--- src/rtl/ram_port_arbiter_if.sv ---
// Bus bundle between the two cache clients, the main-RAM controller and ram_port_arbiter.
// The arbiter connects through the master modport; the environment connects through slave.
interface ram_port_arbiter_if #(
  parameter int unsigned address_space = 12,
  parameter int unsigned data_size     = 32
);

  logic                     c0_fetch;
  logic                     c0_flush;
  logic [address_space-1:0] c0_addr;
  logic [data_size-1:0]     c0_wdata;
  logic                     c0_fetch_ack;
  logic                     c0_flush_ack;

  logic                     c1_fetch;
  logic                     c1_flush;
  logic [address_space-1:0] c1_addr;
  logic [data_size-1:0]     c1_wdata;
  logic                     c1_fetch_ack;
  logic                     c1_flush_ack;

  logic [data_size-1:0]     c_rdata;

  logic                     ram_req;
  logic                     ram_we;
  logic [address_space-1:0] ram_addr;
  logic [data_size-1:0]     ram_wdata;
  logic [data_size-1:0]     ram_rdata;
  logic                     ram_ack;

  logic                     owner;
  logic                     busy;
  logic                     error;

  modport master (
    input  c0_fetch, c0_flush, c0_addr, c0_wdata,
    input  c1_fetch, c1_flush, c1_addr, c1_wdata,
    input  ram_rdata, ram_ack,
    output c0_fetch_ack, c0_flush_ack, c1_fetch_ack, c1_flush_ack, c_rdata,
    output ram_req, ram_we, ram_addr, ram_wdata,
    output owner, busy, error
  );

  modport slave (
    output c0_fetch, c0_flush, c0_addr, c0_wdata,
    output c1_fetch, c1_flush, c1_addr, c1_wdata,
    output ram_rdata, ram_ack,
    input  c0_fetch_ack, c0_flush_ack, c1_fetch_ack, c1_flush_ack, c_rdata,
    input  ram_req, ram_we, ram_addr, ram_wdata,
    input  owner, busy, error
  );

endinterface

--- src/rtl/ram_port_arbiter.sv ---
// Round-robin arbiter sharing one main-RAM port between the I-cache (0) and D-cache (1).
// Optional macro ARB_TIMEOUT_EN adds a ram_ack watchdog and the sticky error flag.
module ram_port_arbiter #(
  parameter int unsigned address_space = 12,
  parameter int unsigned data_size     = 32,
  parameter int unsigned timeout       = 255
) (
  input logic                clka,
  input logic                rsta,
  ram_port_arbiter_if.master bus
);

  typedef enum logic [1:0] {StIdle, StWaitAck, StRespond} state_e;

  state_e                   state_q, state_d;
  logic                     last_q, last_d;
  logic                     owner_q, owner_d;
  logic                     busy_q, busy_d;
  logic                     error_q, error_d;
  logic                     ram_req_q, ram_req_d;
  logic                     ram_we_q, ram_we_d;
  logic [address_space-1:0] ram_addr_q, ram_addr_d;
  logic [data_size-1:0]     ram_wdata_q, ram_wdata_d;
  logic [data_size-1:0]     c_rdata_q, c_rdata_d;
  logic [1:0]               fetch_ack_q, fetch_ack_d;
  logic [1:0]               flush_ack_q, flush_ack_d;

  logic req0, req1, grant, win, win_we, expired, done;

  assign req0  = bus.c0_fetch | bus.c0_flush;
  assign req1  = bus.c1_fetch | bus.c1_flush;
  assign grant = req0 | req1;
  // On a tie the client that lost the previous grant wins.
  assign win    = (req0 & req1) ? ~last_q : req1;
  assign win_we = win ? bus.c1_flush : bus.c0_flush;

`ifdef ARB_TIMEOUT_EN
  localparam int unsigned CntW = $clog2(timeout + 1);

  logic [CntW-1:0] cnt_q, cnt_d;

  always_ff @(posedge clka or negedge rsta) begin
    if (!rsta) cnt_q <= '0;
    else       cnt_q <= cnt_d;
  end

  // Counter is zero on entry to WAIT_ACK and advances once per waiting cycle.
  always_comb begin
    cnt_d = '0;
    if (state_q == StWaitAck) cnt_d = cnt_q + CntW'(1);
  end

  assign expired = (state_q == StWaitAck) && !bus.ram_ack && (cnt_q == CntW'(timeout - 1));
`else
  assign expired = 1'b0;
`endif

  assign done = (state_q == StWaitAck) && (bus.ram_ack || expired);

  always_ff @(posedge clka or negedge rsta) begin
    if (!rsta) state_q <= StIdle;
    else       state_q <= state_d;
  end

  always_comb begin
    state_d = state_q;
    unique case (state_q)
      StIdle:    if (grant) state_d = StWaitAck;
      StWaitAck: if (done)  state_d = StRespond;
      StRespond: state_d = StIdle;
      default:   state_d = StIdle;
    endcase
  end

  always_comb begin
    last_d      = last_q;
    owner_d     = owner_q;
    busy_d      = busy_q;
    error_d     = error_q | expired;
    ram_req_d   = ram_req_q;
    ram_we_d    = ram_we_q;
    ram_addr_d  = ram_addr_q;
    ram_wdata_d = ram_wdata_q;
    c_rdata_d   = c_rdata_q;
    fetch_ack_d = 2'b00;
    flush_ack_d = 2'b00;
    unique case (state_q)
      StIdle: begin
        if (grant) begin
          ram_req_d   = 1'b1;
          ram_we_d    = win_we;
          ram_addr_d  = win ? bus.c1_addr : bus.c0_addr;
          ram_wdata_d = win ? bus.c1_wdata : bus.c0_wdata;
          owner_d     = win;
          last_d      = win;
          busy_d      = 1'b1;
        end
      end
      StWaitAck: begin
        if (done) begin
          ram_req_d = 1'b0;
          if (ram_we_q) begin
            flush_ack_d[owner_q] = 1'b1;
          end else begin
            fetch_ack_d[owner_q] = 1'b1;
            c_rdata_d            = expired ? '0 : bus.ram_rdata;
          end
        end
      end
      StRespond: busy_d = 1'b0;
      default: ;
    endcase
  end

  // last_q resets to 1 so client 0 wins the first tie.
  always_ff @(posedge clka or negedge rsta) begin
    if (!rsta) begin
      last_q      <= 1'b1;
      owner_q     <= 1'b0;
      busy_q      <= 1'b0;
      error_q     <= 1'b0;
      ram_req_q   <= 1'b0;
      ram_we_q    <= 1'b0;
      ram_addr_q  <= '0;
      ram_wdata_q <= '0;
      c_rdata_q   <= '0;
      fetch_ack_q <= 2'b00;
      flush_ack_q <= 2'b00;
    end else begin
      last_q      <= last_d;
      owner_q     <= owner_d;
      busy_q      <= busy_d;
      error_q     <= error_d;
      ram_req_q   <= ram_req_d;
      ram_we_q    <= ram_we_d;
      ram_addr_q  <= ram_addr_d;
      ram_wdata_q <= ram_wdata_d;
      c_rdata_q   <= c_rdata_d;
      fetch_ack_q <= fetch_ack_d;
      flush_ack_q <= flush_ack_d;
    end
  end

  assign bus.c0_fetch_ack = fetch_ack_q[0];
  assign bus.c1_fetch_ack = fetch_ack_q[1];
  assign bus.c0_flush_ack = flush_ack_q[0];
  assign bus.c1_flush_ack = flush_ack_q[1];
  assign bus.c_rdata      = c_rdata_q;
  assign bus.ram_req      = ram_req_q;
  assign bus.ram_we       = ram_we_q;
  assign bus.ram_addr     = ram_addr_q;
  assign bus.ram_wdata    = ram_wdata_q;
  assign bus.owner        = owner_q;
  assign bus.busy         = busy_q;
  assign bus.error        = error_q;

endmodule

--- src/flat_wrapper.sv ---
// flat-port wrapper written by rule: the top's interface ports become plain ports
module ram_port_arbiter_flat 
#(
  parameter int unsigned address_space = 12,
  parameter int unsigned data_size     = 32,
  parameter int unsigned timeout       = 255
)
  (clka, rsta, bus_c0_fetch, bus_c0_flush, bus_c0_addr, bus_c0_wdata, bus_c1_fetch, bus_c1_flush, bus_c1_addr, bus_c1_wdata, bus_ram_rdata, bus_ram_ack, bus_c0_fetch_ack, bus_c0_flush_ack, bus_c1_fetch_ack, bus_c1_flush_ack, bus_c_rdata, bus_ram_req, bus_ram_we, bus_ram_addr, bus_ram_wdata, bus_owner, bus_busy, bus_error);
  ram_port_arbiter_if #(.address_space(address_space), .data_size(data_size)) bus_i ();
  input logic clka;
  input logic rsta;
  input wire logic [$bits(bus_i.c0_fetch)-1:0] bus_c0_fetch;
  input wire logic [$bits(bus_i.c0_flush)-1:0] bus_c0_flush;
  input wire logic [$bits(bus_i.c0_addr)-1:0] bus_c0_addr;
  input wire logic [$bits(bus_i.c0_wdata)-1:0] bus_c0_wdata;
  input wire logic [$bits(bus_i.c1_fetch)-1:0] bus_c1_fetch;
  input wire logic [$bits(bus_i.c1_flush)-1:0] bus_c1_flush;
  input wire logic [$bits(bus_i.c1_addr)-1:0] bus_c1_addr;
  input wire logic [$bits(bus_i.c1_wdata)-1:0] bus_c1_wdata;
  input wire logic [$bits(bus_i.ram_rdata)-1:0] bus_ram_rdata;
  input wire logic [$bits(bus_i.ram_ack)-1:0] bus_ram_ack;
  output wire logic [$bits(bus_i.c0_fetch_ack)-1:0] bus_c0_fetch_ack;
  output wire logic [$bits(bus_i.c0_flush_ack)-1:0] bus_c0_flush_ack;
  output wire logic [$bits(bus_i.c1_fetch_ack)-1:0] bus_c1_fetch_ack;
  output wire logic [$bits(bus_i.c1_flush_ack)-1:0] bus_c1_flush_ack;
  output wire logic [$bits(bus_i.c_rdata)-1:0] bus_c_rdata;
  output wire logic [$bits(bus_i.ram_req)-1:0] bus_ram_req;
  output wire logic [$bits(bus_i.ram_we)-1:0] bus_ram_we;
  output wire logic [$bits(bus_i.ram_addr)-1:0] bus_ram_addr;
  output wire logic [$bits(bus_i.ram_wdata)-1:0] bus_ram_wdata;
  output wire logic [$bits(bus_i.owner)-1:0] bus_owner;
  output wire logic [$bits(bus_i.busy)-1:0] bus_busy;
  output wire logic [$bits(bus_i.error)-1:0] bus_error;
  assign bus_i.c0_fetch = bus_c0_fetch;
  assign bus_i.c0_flush = bus_c0_flush;
  assign bus_i.c0_addr = bus_c0_addr;
  assign bus_i.c0_wdata = bus_c0_wdata;
  assign bus_i.c1_fetch = bus_c1_fetch;
  assign bus_i.c1_flush = bus_c1_flush;
  assign bus_i.c1_addr = bus_c1_addr;
  assign bus_i.c1_wdata = bus_c1_wdata;
  assign bus_i.ram_rdata = bus_ram_rdata;
  assign bus_i.ram_ack = bus_ram_ack;
  assign bus_c0_fetch_ack = bus_i.c0_fetch_ack;
  assign bus_c0_flush_ack = bus_i.c0_flush_ack;
  assign bus_c1_fetch_ack = bus_i.c1_fetch_ack;
  assign bus_c1_flush_ack = bus_i.c1_flush_ack;
  assign bus_c_rdata = bus_i.c_rdata;
  assign bus_ram_req = bus_i.ram_req;
  assign bus_ram_we = bus_i.ram_we;
  assign bus_ram_addr = bus_i.ram_addr;
  assign bus_ram_wdata = bus_i.ram_wdata;
  assign bus_owner = bus_i.owner;
  assign bus_busy = bus_i.busy;
  assign bus_error = bus_i.error;
  ram_port_arbiter #(.address_space(address_space), .data_size(data_size), .timeout(timeout)) u_core (.clka(clka), .rsta(rsta), .bus(bus_i));
endmodule
--- config.mk ---
export PLATFORM = sky130hd
export DESIGN_NAME = ram_port_arbiter_flat
export DESIGN_NICKNAME = d
export VERILOG_FILES = /design/src/rtl/ram_port_arbiter_if.sv /design/src/rtl/ram_port_arbiter.sv /design/src/flat_wrapper.sv
export SDC_FILE = /design/constraint.sdc
export NUM_CORES = 1
export LEC_CHECK = 0
export CAP_MARGIN = 20
export CORE_UTILIZATION = 26
export CTS_CLUSTER_DIAMETER = 100
export CTS_CLUSTER_SIZE = 14
export DETAILED_ROUTE_END_ITERATION = 8
export PLACE_DENSITY = 0.68
export SLEW_MARGIN = 20
export SYNTH_ARGS = -nofsm -noshare
export SYNTH_HDL_FRONTEND = slang
export SYNTH_SLANG_ARGS = --single-unit
--- constraint.sdc ---
create_clock -name clka -period 2.22 [get_ports clka]
set_input_delay 0.222 -clock clka [delete_from_list [all_inputs] [get_ports clka]]
set_output_delay 0.222 -clock clka [all_outputs]
set_load 0.005 [all_outputs]
==> impl_metrics.env <==
export IMPL_critPathKind="in -> reg"
export IMPL_layout_common_cells="clkdlybuf4s50_1, dfrtp_1, o21ai_0"
export IMPL_syn_nets=487
export IMPL_arrival_ns=2.04
export IMPL_critPathMaxFanout=32
export IMPL_worstHoldPathType="in -> async"
export IMPL_clk_pin_slew_ns=0.06
export IMPL_grt_max_degree=75
export IMPL_clock_root_buffer="clkbuf_16"
export IMPL_syn_avg_cell_area_um2=10.93
export IMPL_synthesis_area_um2=3936
export IMPL_core_area_um2=14640
export IMPL_overflow=0
export IMPL_gp_congestion=0.7767
export IMPL_required_ns=2.47
export IMPL_slew_headroom_pct=62.24
export IMPL_cts_htree_levels=3
export IMPL_ys_flop_type="dfrtp_1"
export IMPL_via_count=3682
export IMPL_wl_per_cell_um=16.04
export IMPL_p_leak_nw=2.542
export IMPL_peakVddDrop_v=0.0005199
export IMPL_dieArea_um2=15640
export IMPL_clock_path_buffers=2
export IMPL_n_fill_cell=1350
export IMPL_die_w_um=125.0
export IMPL_total_power_mw=8.293
export IMPL_yosys_warnings=0
export IMPL_maxCapViolCount=0
export IMPL_cts_tree="yes"
export IMPL_drt_iter0_markers=172
export IMPL_hpwl_mm=8.828
export IMPL_fin_worst_skew_ns=0.005768
export IMPL_cp_start_kind="input pin"
export IMPL_synth_enable_flop_cells=0
export IMPL_rows=44
export IMPL_finalCritPeriodShare_pct=80.60
export IMPL_die_h_um=125.0
export IMPL_seq_area_frac_synth_pct=55.34
export IMPL_areaGrowthSynthToFinish_pct=67.93
export IMPL_period_needed_ns=1.789
export IMPL_initial_core_util_pct=26.88
export IMPL_p_per_area_nw_per_um2=1255
export IMPL_final_common_cell="clkdlybuf4s50_1"
export IMPL_antenna_found_initial=0
export IMPL_wl_mm=12.02
export IMPL_r2r_setup_slack_ns=0.66
export IMPL_n_antenna_cell=0
export IMPL_timing_setup_tns_ns=0
export IMPL_synthArstFlopShare_pct=100.0
export IMPL_setup_viol=0
export IMPL_rsz0062_at_grt="false"
export IMPL_drc_errors=36
export IMPL_io_pins=212
export IMPL_fin_nets=688
export IMPL_drive_gt1_share_pct=12.21
export IMPL_drv_slew=0
export IMPL_ys_types=26
export IMPL_grt_pass1_vias=3688
export IMPL_clock_fmax_mhz=558.9
export IMPL_via_per_inst=4.916
export IMPL_numCtsBuffers=9
export IMPL_grt_pass1_wl_mm=18.86
export IMPL_clkSinkCount=87
export IMPL_clk_latency_ns=0.33
export IMPL_numPortBuffers=210
export IMPL_synth_seq_cells=87
export IMPL_status="complete, but fails checks"
export IMPL_end_kind="flop"
export IMPL_hold_viol_final=0
export IMPL_ant_nets=0
export IMPL_violations="DRC"
export IMPL_firstDrtPassIters=9
export IMPL_syn_instance_count=360
export IMPL_grt_total_usage_pct=15.38
export IMPL_tightest_slew_ns=0.5663
## layer usage
metal / vias to the layer above / track usage, % / share of wire [%]
li1: 1731 / - / -
met1: 1739 / 17.81 / 42
met2: 189 / 25.70 / 46
met3: 23 / 4.707 / 9.3
met4: 0 / 7.891 / 2.5
met5: - / 0 / 0
## cell families after synthesis
group	count (synthesis)	share of synthesized area (%)
other	1	0.09527
muxes	35	10.08
AOI/OAI and AO/OA	138	19.17
DFF	87	55.34
buffers and inverters	38	4.800
and+or+nand+nor	61	10.52
## cell usage after synthesis (all sizes together) (3+ instances only)
| library cell | count | area (um^2) |
|---|---|---|
| mux2 | 34 | 386.6 |
| nand2 | 5 | 18.77 |
| inv | 3 | 11.26 |
| dfrtp | 86 | 2152 |
| o21ai | 47 | 235.2 |
| nand3b | 45 | 337.8 |
| a21oi | 44 | 220.2 |
| clkbuf | 25 | 93.84 |
| buf | 10 | 83.83 |
| nor2 | 5 | 18.77 |
| a31oi | 44 | 275.3 |
## critical path: stages
cell,delay (ns)
clkdlybuf4s50_1,0.45
or4_2,0.72
and2_4,0.27
buf_12,0.19
a31oi_1,0.16
## where the power goes
part	internal (mW)	switching [mW]	total, mW	leakage (nW)
Clock	1.01	0.586	1.60	0.149
Sequential	2.39	0.476	2.86	1.01
Combinational	2.29	1.54	3.83	1.38
Total	5.69	2.60	8.29	2.54
## cell type report
cell class              instances  area [um^2]  area share, %
well taps                     184        230.2          3.483
clock inverters                 3        67.56          1.022
flip-flops and latches         87         2178          32.95
repair buffers                225         2277          34.45
multi-input cells             235         1599          24.19
clock buffers                  12        246.5          3.729
inverters                       3        11.26         0.1704
## final timing paths
kind | from | endpoint | cells after the start
setup / recovery | bus_c0_fetch | u_core.bus.ram_wdata[27] | 5
max in group asynchronous | rsta | u_core.bus.c_rdata[13] | 3
setup reg to reg | u_core.state_q[1] | u_core.bus.c_rdata[4] | 4
min in group clka | bus_c0_wdata[21] | u_core.bus.ram_wdata[21] | 3
hold reg to reg | u_core.bus.ram_req | u_core.bus.ram_req | 2
hold / removal | rsta | u_core.bus.c_rdata[17] | 2
## sequential cells by signal, summed over array words and instances (netlist names)
| register | flops |
|---|---|
| u_core.bus.busy | 1 |
| u_core.bus.c_rdata | 32 |
| u_core.bus.owner | 1 |
| u_core.bus.ram_addr | 12 |
| u_core.bus.ram_req | 1 |
| u_core.bus.ram_wdata | 32 |
| u_core.bus.ram_we | 1 |
| u_core.fetch_ack_q | 2 |
| u_core.flush_ack_q | 2 |
| u_core.last_q | 1 |
| u_core.state_q | 2 |
## through the flow
step                hold WS [ns]  cells  utilization [%]  area [um^2]  setup slack [ns]
detailed placement        0.2650    733            42.93         6286           0.08280
global route              0.4687    749            45.14         6610            0.3921
global placement          0.2458    733            42.93         6286            0.1570
floorplan               -0.07359    360                -         3936            0.6454
CTS                       0.4332    749            45.14         6610            0.4418
finish                    0.4260    749            45.14         6610            0.4307
## repair_timing
item / in CTS / in global routing
setup buffers: 0 / 0
endpoints found under the hold margin: 41 / 0
gates resized for setup: 0 / 0
hold buffers: 1 / 0
Power figures use the tool's default switching activity.
